[config.mk]
export PLATFORM = sky130hd
export DESIGN_NAME = sw_batch_top_ctrl
export DESIGN_NICKNAME = d
export VERILOG_FILES = /design/src/rtl/sw_pkg.sv /design/src/rtl/sw_ch_arbiter.sv /design/src/rtl/sw_batch_top_ctrl.sv
export SDC_FILE = /design/constraint.sdc
export NUM_CORES = 1
export LEC_CHECK = 0
export CORE_ASPECT_RATIO = 1.2
export CORE_MARGIN = 10
export CORE_UTILIZATION = 51
export DETAILED_ROUTE_END_ITERATION = 10
export PLACE_DENSITY = 0.79
export SYNTH_ARGS = -nofsm -noshare
export SYNTH_HDL_FRONTEND = slang
export SYNTH_SLANG_ARGS = --single-unit
[constraint.sdc]
create_clock -name clk -period 2.7 [get_ports clk]
set_input_delay 0.405 -clock clk [delete_from_list [all_inputs] [get_ports clk]]
set_output_delay 0.405 -clock clk [all_outputs]
set_load 0.03 [all_outputs]
[src/rtl/sw_pkg.sv]
// Shared definitions for the batched Smith-Waterman top controller.
//   - default width constants (V/E/F, match, alpha/beta, target size)
//   - controller FSM state encoding
//   - power-on values of the processed scoring parameters
//   - neg_ext: zero-extend a penalty magnitude and negate it (two's complement)
package sw_pkg;

  localparam int VEF_W   = 10;
  localparam int MATCH_W = 4;
  localparam int AB_W    = 8;
  localparam int TSIZE_W = 10;

  typedef enum logic [1:0] {IDLE, SETT, CALC, DRAIN} state_t;

  // Values the processed parameters take out of reset (truncated to port width).
  localparam int POST_MATCH_RST    = 6;
  localparam int POST_MISMATCH_RST = -1;
  localparam int POST_ALPHA_RST    = -2;
  localparam int POST_BETA_RST     = -1;

  // Caller zero-extends the magnitude into 32 bits and truncates the result,
  // so a magnitude of 0 maps to 0 and the wrap is modulo the caller's width.
  function automatic logic [31:0] neg_ext(input logic [31:0] mag);
    return ~mag + 32'd1;
  endfunction

endpackage

[src/rtl/sw_ch_arbiter.sv]
// Lowest-index-first fixed-priority selector.
//   req : request vector
//   gnt : one-hot grant (lowest set bit of req)
//   vld : any request present
//   idx : binary index of the granted bit (0 when vld is low)
module sw_ch_arbiter #(
  parameter int N     = 2,
  parameter int IDX_W = 1
) (
  input  logic [N-1:0]     req,
  output logic [N-1:0]     gnt,
  output logic             vld,
  output logic [IDX_W-1:0] idx
);

  // Isolate the lowest set bit.
  assign gnt = req & (~req + 1'b1);
  assign vld = |req;

  always_comb begin
    idx = '0;
    for (int i = N-1; i >= 0; i--)
      if (req[i]) idx = IDX_W'(i);
  end

endmodule

[src/rtl/sw_batch_top_ctrl.sv]
// Batched Smith-Waterman top-level controller.
// Takes user commands (target load, batch run), keeps the processed scoring
// parameters, dispatches batch jobs over NUM_CH PE-array channels, and returns
// per-job scores one per cycle tagged with job id and channel.
// Ports:
//   clk, rst_n                      clock, async active-low reset
//   i_set_t/i_start_cal/i_batch_len user commands (registered before use)
//   i_param_valid, i_match, i_mismatch, i_minus_alpha, i_minus_beta
//                                   parameter write (dropped while in CALC)
//   o_post_*                        processed scoring parameters
//   o_busy/o_reject/o_done          status; o_reject and o_done are 1-cycle pulses
//   o_valid/o_result/o_result_job/o_result_ch   result stream
//   o_start_read_t, i_sram_busy, i_t_size        SRAM controller side
//   o_ch_start, i_ch_busy, i_ch_valid, i_ch_result  PE-array channel side
// Optional build macro SW_BATCH_MAX_EN adds o_batch_max / o_batch_max_job:
// signed maximum of the batch's scores and its job id, held after o_done.
module sw_batch_top_ctrl #(
  parameter int NUM_CH  = 2,
  parameter int VEF_W   = sw_pkg::VEF_W,
  parameter int MATCH_W = sw_pkg::MATCH_W,
  parameter int AB_W    = sw_pkg::AB_W,
  parameter int TSIZE_W = sw_pkg::TSIZE_W,
  parameter int BATCH_W = 8,
  parameter int CH_W    = (NUM_CH > 1) ? $clog2(NUM_CH) : 1
) (
  input  logic                    clk,
  input  logic                    rst_n,
  input  logic                    i_set_t,
  input  logic                    i_start_cal,
  input  logic [BATCH_W-1:0]      i_batch_len,
  input  logic                    i_param_valid,
  input  logic [MATCH_W-1:0]      i_match,
  input  logic [MATCH_W-1:0]      i_mismatch,
  input  logic [AB_W-1:0]         i_minus_alpha,
  input  logic [AB_W-1:0]         i_minus_beta,
  output logic                    o_busy,
  output logic                    o_reject,
  output logic                    o_valid,
  output logic [VEF_W-1:0]        o_result,
  output logic [BATCH_W-1:0]      o_result_job,
  output logic [CH_W-1:0]         o_result_ch,
  output logic                    o_done,
  output logic [MATCH_W-1:0]      o_post_match,
  output logic [VEF_W-1:0]        o_post_mismatch,
  output logic [VEF_W-1:0]        o_post_alpha,
  output logic [VEF_W-1:0]        o_post_beta,
  output logic                    o_start_read_t,
  input  logic                    i_sram_busy,
  input  logic [TSIZE_W-1:0]      i_t_size,
  output logic [NUM_CH-1:0]       o_ch_start,
  input  logic [NUM_CH-1:0]       i_ch_busy,
  input  logic [NUM_CH-1:0]       i_ch_valid,
  input  logic [NUM_CH*VEF_W-1:0] i_ch_result
`ifdef SW_BATCH_MAX_EN
  ,
  output logic [VEF_W-1:0]        o_batch_max,
  output logic [BATCH_W-1:0]      o_batch_max_job
`endif
);

  import sw_pkg::*;

  // ---- user input register stage ----
  logic               r_set_t, r_start_cal, r_param_valid;
  logic [BATCH_W-1:0] r_batch_len;
  logic [MATCH_W-1:0] r_match, r_mismatch;
  logic [AB_W-1:0]    r_alpha, r_beta;

  always_ff @(posedge clk or negedge rst_n) begin
    if (!rst_n) begin
      r_set_t       <= 1'b0;
      r_start_cal   <= 1'b0;
      r_param_valid <= 1'b0;
      r_batch_len   <= '0;
      r_match       <= '0;
      r_mismatch    <= '0;
      r_alpha       <= '0;
      r_beta        <= '0;
    end else begin
      r_set_t       <= i_set_t;
      r_start_cal   <= i_start_cal;
      r_param_valid <= i_param_valid;
      r_batch_len   <= i_batch_len;
      r_match       <= i_match;
      r_mismatch    <= i_mismatch;
      r_alpha       <= i_minus_alpha;
      r_beta        <= i_minus_beta;
    end
  end

  // ---- controller state ----
  state_t             state, state_nxt;
  logic [BATCH_W-1:0] batch_len, issued, collected;
  logic [NUM_CH-1:0]  pending, hold;
  logic [NUM_CH-1:0][VEF_W-1:0]   hold_data;
  logic [NUM_CH-1:0][BATCH_W-1:0] ch_job;

  logic start_ok, start_rd_nxt, reject_nxt, done_nxt, calc_entry;
  assign start_ok = r_start_cal && (i_t_size != '0) && (r_batch_len != '0);

  // ---- dispatch / emission selection ----
  logic [NUM_CH-1:0] disp_req, disp_gnt, emit_req, emit_gnt, cap;
  logic              disp_vld, emit_vld;
  logic [CH_W-1:0]   disp_idx, emit_idx;

  assign disp_req = (state == CALC && issued < batch_len) ? (~i_ch_busy & ~pending) : '0;
  assign emit_req = (state == CALC) ? hold : '0;
  // A channel's score is taken once; further strobes before emission are ignored.
  assign cap      = (state == CALC) ? (i_ch_valid & pending & ~hold) : '0;

  sw_ch_arbiter #(.N(NUM_CH), .IDX_W(CH_W)) u_disp_arb (
    .req(disp_req), .gnt(disp_gnt), .vld(disp_vld), .idx(disp_idx)
  );

  sw_ch_arbiter #(.N(NUM_CH), .IDX_W(CH_W)) u_emit_arb (
    .req(emit_req), .gnt(emit_gnt), .vld(emit_vld), .idx(emit_idx)
  );

  // ---- FSM next state and pulse outputs ----
  always_comb begin
    state_nxt    = state;
    start_rd_nxt = 1'b0;
    reject_nxt   = 1'b0;
    done_nxt     = 1'b0;
    case (state)
      IDLE: begin
        if (r_set_t) begin
          state_nxt    = SETT;
          start_rd_nxt = 1'b1;
        end else if (start_ok) begin
          state_nxt = CALC;
        end else if (r_start_cal) begin
          reject_nxt = 1'b1;
        end
      end
      // o_start_read_t is still high on the first SETT cycle, which gives
      // the SRAM controller a cycle to raise i_sram_busy.
      SETT:  if (!i_sram_busy && !o_start_read_t) state_nxt = IDLE;
      CALC:  if (collected == batch_len) state_nxt = DRAIN;
      DRAIN: begin
        if (i_ch_busy == '0 && !i_sram_busy) begin
          state_nxt = IDLE;
          done_nxt  = 1'b1;
        end
      end
      default: state_nxt = IDLE;
    endcase
  end

  assign calc_entry = (state == IDLE) && (state_nxt == CALC);

  always_ff @(posedge clk or negedge rst_n) begin
    if (!rst_n) begin
      state          <= IDLE;
      batch_len      <= '0;
      issued         <= '0;
      collected      <= '0;
      o_busy         <= 1'b0;
      o_start_read_t <= 1'b0;
      o_reject       <= 1'b0;
      o_done         <= 1'b0;
    end else begin
      state          <= state_nxt;
      o_busy         <= (state_nxt != IDLE);
      o_start_read_t <= start_rd_nxt;
      o_reject       <= reject_nxt;
      o_done         <= done_nxt;
      if (calc_entry) begin
        batch_len <= r_batch_len;
        issued    <= '0;
        collected <= '0;
      end else begin
        if (disp_vld) issued    <= issued + 1'b1;
        if (emit_vld) collected <= collected + 1'b1;
      end
    end
  end

  // ---- per-channel bookkeeping and result stream ----
  always_ff @(posedge clk or negedge rst_n) begin
    if (!rst_n) begin
      pending      <= '0;
      hold         <= '0;
      hold_data    <= '0;
      ch_job       <= '0;
      o_ch_start   <= '0;
      o_valid      <= 1'b0;
      o_result     <= '0;
      o_result_job <= '0;
      o_result_ch  <= '0;
    end else begin
      o_ch_start <= disp_gnt;
      o_valid    <= emit_vld;
      // dispatch targets non-pending channels, emission only held (so pending)
      // ones: set and clear never hit the same bit in one cycle.
      pending    <= (pending | disp_gnt) & ~emit_gnt;
      hold       <= (hold | cap) & ~emit_gnt;
      for (int k = 0; k < NUM_CH; k++) begin
        if (cap[k])      hold_data[k] <= i_ch_result[k*VEF_W +: VEF_W];
        if (disp_gnt[k]) ch_job[k]    <= issued;
      end
      if (emit_vld) begin
        o_result     <= hold_data[emit_idx];
        o_result_job <= ch_job[emit_idx];
        o_result_ch  <= emit_idx;
      end
    end
  end

  // ---- processed scoring parameters ----
  always_ff @(posedge clk or negedge rst_n) begin
    if (!rst_n) begin
      o_post_match    <= MATCH_W'(POST_MATCH_RST);
      o_post_mismatch <= VEF_W'(POST_MISMATCH_RST);
      o_post_alpha    <= VEF_W'(POST_ALPHA_RST);
      o_post_beta     <= VEF_W'(POST_BETA_RST);
    end else if (r_param_valid && state != CALC) begin
      o_post_match    <= r_match;
      o_post_mismatch <= VEF_W'(neg_ext(32'(r_mismatch)));
      o_post_alpha    <= VEF_W'(neg_ext(32'(r_alpha)));
      o_post_beta     <= VEF_W'(neg_ext(32'(r_beta)));
    end
  end

`ifdef SW_BATCH_MAX_EN
  // Running signed max of emitted scores; equal scores keep the lower job id.
  logic max_have;
  logic signed [VEF_W-1:0] emit_score;
  assign emit_score = hold_data[emit_idx];

  always_ff @(posedge clk or negedge rst_n) begin
    if (!rst_n) begin
      max_have        <= 1'b0;
      o_batch_max     <= '0;
      o_batch_max_job <= '0;
    end else if (calc_entry) begin
      max_have        <= 1'b0;
      o_batch_max     <= '0;
      o_batch_max_job <= '0;
    end else if (emit_vld) begin
      max_have <= 1'b1;
      if (!max_have || emit_score > $signed(o_batch_max) ||
          (emit_score == $signed(o_batch_max) && ch_job[emit_idx] < o_batch_max_job)) begin
        o_batch_max     <= emit_score;
        o_batch_max_job <= ch_job[emit_idx];
      end
    end
  end
`endif

endmodule

==> impl_metrics.yaml <==
status:
  status: "complete, but fails checks"
  violations: "hold timing"
clocking:
  clkTransAtPathRegs_ps: 60
  cts.root.buffer_cell: "clkbuf_16"
  postCtsHoldBufs: 0
  cts_resized: 0
  post-cts-setup-buffers: 0
  htree_levels: 4
  cts_buffers: 17
  cts_num_sinks: 158
  clk_latency_ps: 430
  cts_max_path_buffers: 2
  cts_tree: "yes"
setup_path:
  path_cells: "ha_1, and4_1, a2111oi_4, o31ai_2, nor4_4, buf_4, mux2_2"
  endpoint_kind: "register"
  slowest_delay_ps: 460
  worstPathRequired_ps: 3010
  crit_arrival_ps: 2850
  worstSetupStartpointType: "register"
  path_max_fanout: 12
  crit_type: "reg2reg"
  critPathSlowestCell: "dfrtp_1"
global_route:
  grt_use_total: 0.1821
  grt_max_degree: 79
  grt_first_pass_wirelength_um: 25650
  first_global_vias: 5061
  grt_overflow: 0
  antenna_found_initial: 0
run:
  drv_cap: 0
sta:
  fmax_mhz: 393.1
  slew_headroom: 0.3020
  whs_ps: -0.6423
  post-route-min-period_ps: 2544
  worst_pin_slew_ps: 1041
  report.final.slew_viol_count: 0
  setup_violations: 0
  period_share: 0.9421
  rsz0062_at_grt: "false"
  tns_ps: 0
  skew_ps: 8.501
  hold_violations: 2
pwr:
  p_clk_frac: 0.263
  leakagePower_nw: 3.705
  swShare: 0.3495
  power_density_mw_per_mm2: 1103
  finalPower_mw: 9.617
  p_seq_frac: 0.397
  p_comb_frac: 0.340
  vdd_drop_max_mv: 0.7322
  p_switching_mw: 3.361
  internal_power_mw: 6.256
logic_synthesis:
  synthFlopType: "dfrtp_1"
  synth_cells: 549
  synth_top_area_frac: 0.4953
  ys_warn_count: 0
  synth_largest_area_cell: "dfrtp_1"
  synth_cell_type_count: 49
  syn_area_mm2: 0.006568
  syn-num-nets: 634
  postSynthAreaPerCell_um2: 11.96
  synthTopCellsByArea: "dfrtp_1 50%, dfstp_2 11%, mux2_2 7.4%, o21ai_0 3.6%, nand2_1 3.0%"
  synthArstFlopShare: 1.000
  yosys_register_bits: 158
  synth_edf_count: 0
  synth-seq-area-share: 0.6074
cells_and_area:
  drive_above_1_share: 0.1788
  area_growth_pct: 32.77
  layoutNonFillerInstCount: 863
  final_nets: 771
  n_antenna_cell: 0
  utilization: 0.6914
  n_fill_cell: 907
detailed_routing:
  drt_iter0_markers: 405
  via_count: 4776
  drc: 0
  firstDrtPassIters: 4
  routed_wl_um: 15620
  postRouteAntennaNets: 0
  routed_via_density: 5.534
  wl_per_cell_um: 18.10
hold_path:
  hold_class: "in2async"
floorplan:
  die_w_um: 123.6
  pin_count: 132
  initial_core_util: 0.5207
  fp-row-count: 45
  coreArea_mm2: 0.01261
  die_h_um: 144.3
  fp.dieArea_mm2: 0.01784
placement:
  dp.cells: 830
  dp_hpwl_um: 11100
  port_buffers: 131
  gp_congestion: 0.8245
[metrics by stage]
stage | area (µm²) | setup WS (ps)
after floorplan | 6568 | 336.8
final | 8720 | 156.2
after global routing | 8720 | 24.53
after CTS | 8700 | 65.34
after detailed placement | 8070 | 83.61
after global placement | 8070 | 255.5
[synth_stat cells (11+ instances only)]
cell / instances
dfrtp_1: 130
a22oi_1: 18
ha_1: 13
nor2_1: 26
a31oi_1: 18
dfstp_2: 28
nor2b_1: 20
clkbuf_1: 19
o21ai_0: 47
inv_1: 17
a21oi_1: 11
nand2_1: 53
mux2_2: 43
xor2_1: 14
[flip-flops by register name (all words and copies together), names as in the netlist, 10 cells and up]
register      count
o_result         10
hold_data        20
ch_job           16
o_post_alpha     10
o_post_beta      10
[final cells by class]
class / instances / area, µm² / area share
Sequential cell: 158 / 3989 / 0.4575
Clock buffer: 18 / 439.2 / 0.05037
Clock inverter: 14 / 190.2 / 0.02181
Tap cell: 164 / 205.2 / 0.02353
Timing Repair Buffer: 145 / 1443 / 0.1654
Inverter: 17 / 63.81 / 0.007318
Multi-Input combinational cell: 347 / 2390 / 0.2741
[cell families (layout without fill, tap and decap cells)]
| family | Yosys count | after routing | synth area share |
|---|---|---|---|
| fa+ha+maj | 13 | 13 | 0.02477 |
| compound gates | 117 | 117 | 0.1147 |
| mux | 46 | 46 | 0.07849 |
| simple gates | 147 | 147 | 0.1139 |
| buf+inv | 44 | 194 | 0.02877 |
| xor+xnor | 24 | 24 | 0.03201 |
| flops | 158 | 158 | 0.6074 |
[worst max-delay path: cells and delay by family, from the launching register on]
| family | cells | cell delay, ps |
|---|---|---|
| AOI/OAI and AO/OA | 2 | 620 |
| DFF | 1 | 460 |
| and+or+nand+nor | 2 | 440 |
| muxes | 1 | 360 |
| adders and majority gates | 1 | 320 |
| buffers and inverters | 1 | 220 |
[placed cells by master (no fill, tap or decap), types with 3 or more instances in the layout]
master           synthesis  routed
nand2_1                 53      53
o21ai_0                 47      47
clkinv_2                 0       4
clkdlybuf4s50_1          0     130
nor2_1                  26      26
dfstp_2                 28      28
clkbuf_16                0      17
nand2b_1                 3       3
dfrtp_1                130     130
xor2_1                  14      14
a31oi_1                 18      18
clkinv_4                 0       3
nor2b_1                 20      20
mux2_2                  43      43
xnor2_1                 10      10
a21oi_1                 11      11
or4_1                    4       4
o31ai_1                  6       6
buf_4                    3      12
nand4_1                  4       4
nor4_1                   8       8
a22oi_1                 18      18
inv_1                   17      17
o41ai_1                  3       3
nand3_1                  9       9
nor3_1                   7       7
bufinv_16                0       4
ha_1                    13      13
[per-layer routing]
layer | vias up | share of wire | GRT usage | wire, µm
met3 | 27 | 0.068 | 0.05109 | 1058
met5 | - | 0 | 0 | 0
met2 | 168 | 0.49 | 0.2927 | 7662
met1 | 2361 | 0.42 | 0.2250 | 6625
li1 | 2220 | - | - | -
met4 | 0 | 0.017 | 0.07489 | 271
[final timing paths]
path | startpoint | endpoint | slack [ps] | cells after the start
worst max register to register | issued[5] | ch_job[11] | 160 | 7
worst min register to register | r_match[3] | o_post_match[3] | 480 | 1
max in group asynchronous | rst_n | r_batch_len[0] | 1900 | 2
worst min-delay path | rst_n | r_beta[2] | -0.6 | 1
worst max-delay path | issued[5] | ch_job[11] | 160 | 7
min in group clk | i_minus_beta[2] | r_beta[2] | 410 | 1
[power groups by stage]
stage	logic [mW]	clock network [mW]	registers, mW
finish	3.27	2.53	3.81
global route	3.57	2.68	3.92
CTS	3.30	2.57	3.82
detailed placement	3.27	0	3.85
global placement	3.17	0	3.80
floorplan	1.59	0	4.24
Power figures use the tool's default switching activity.
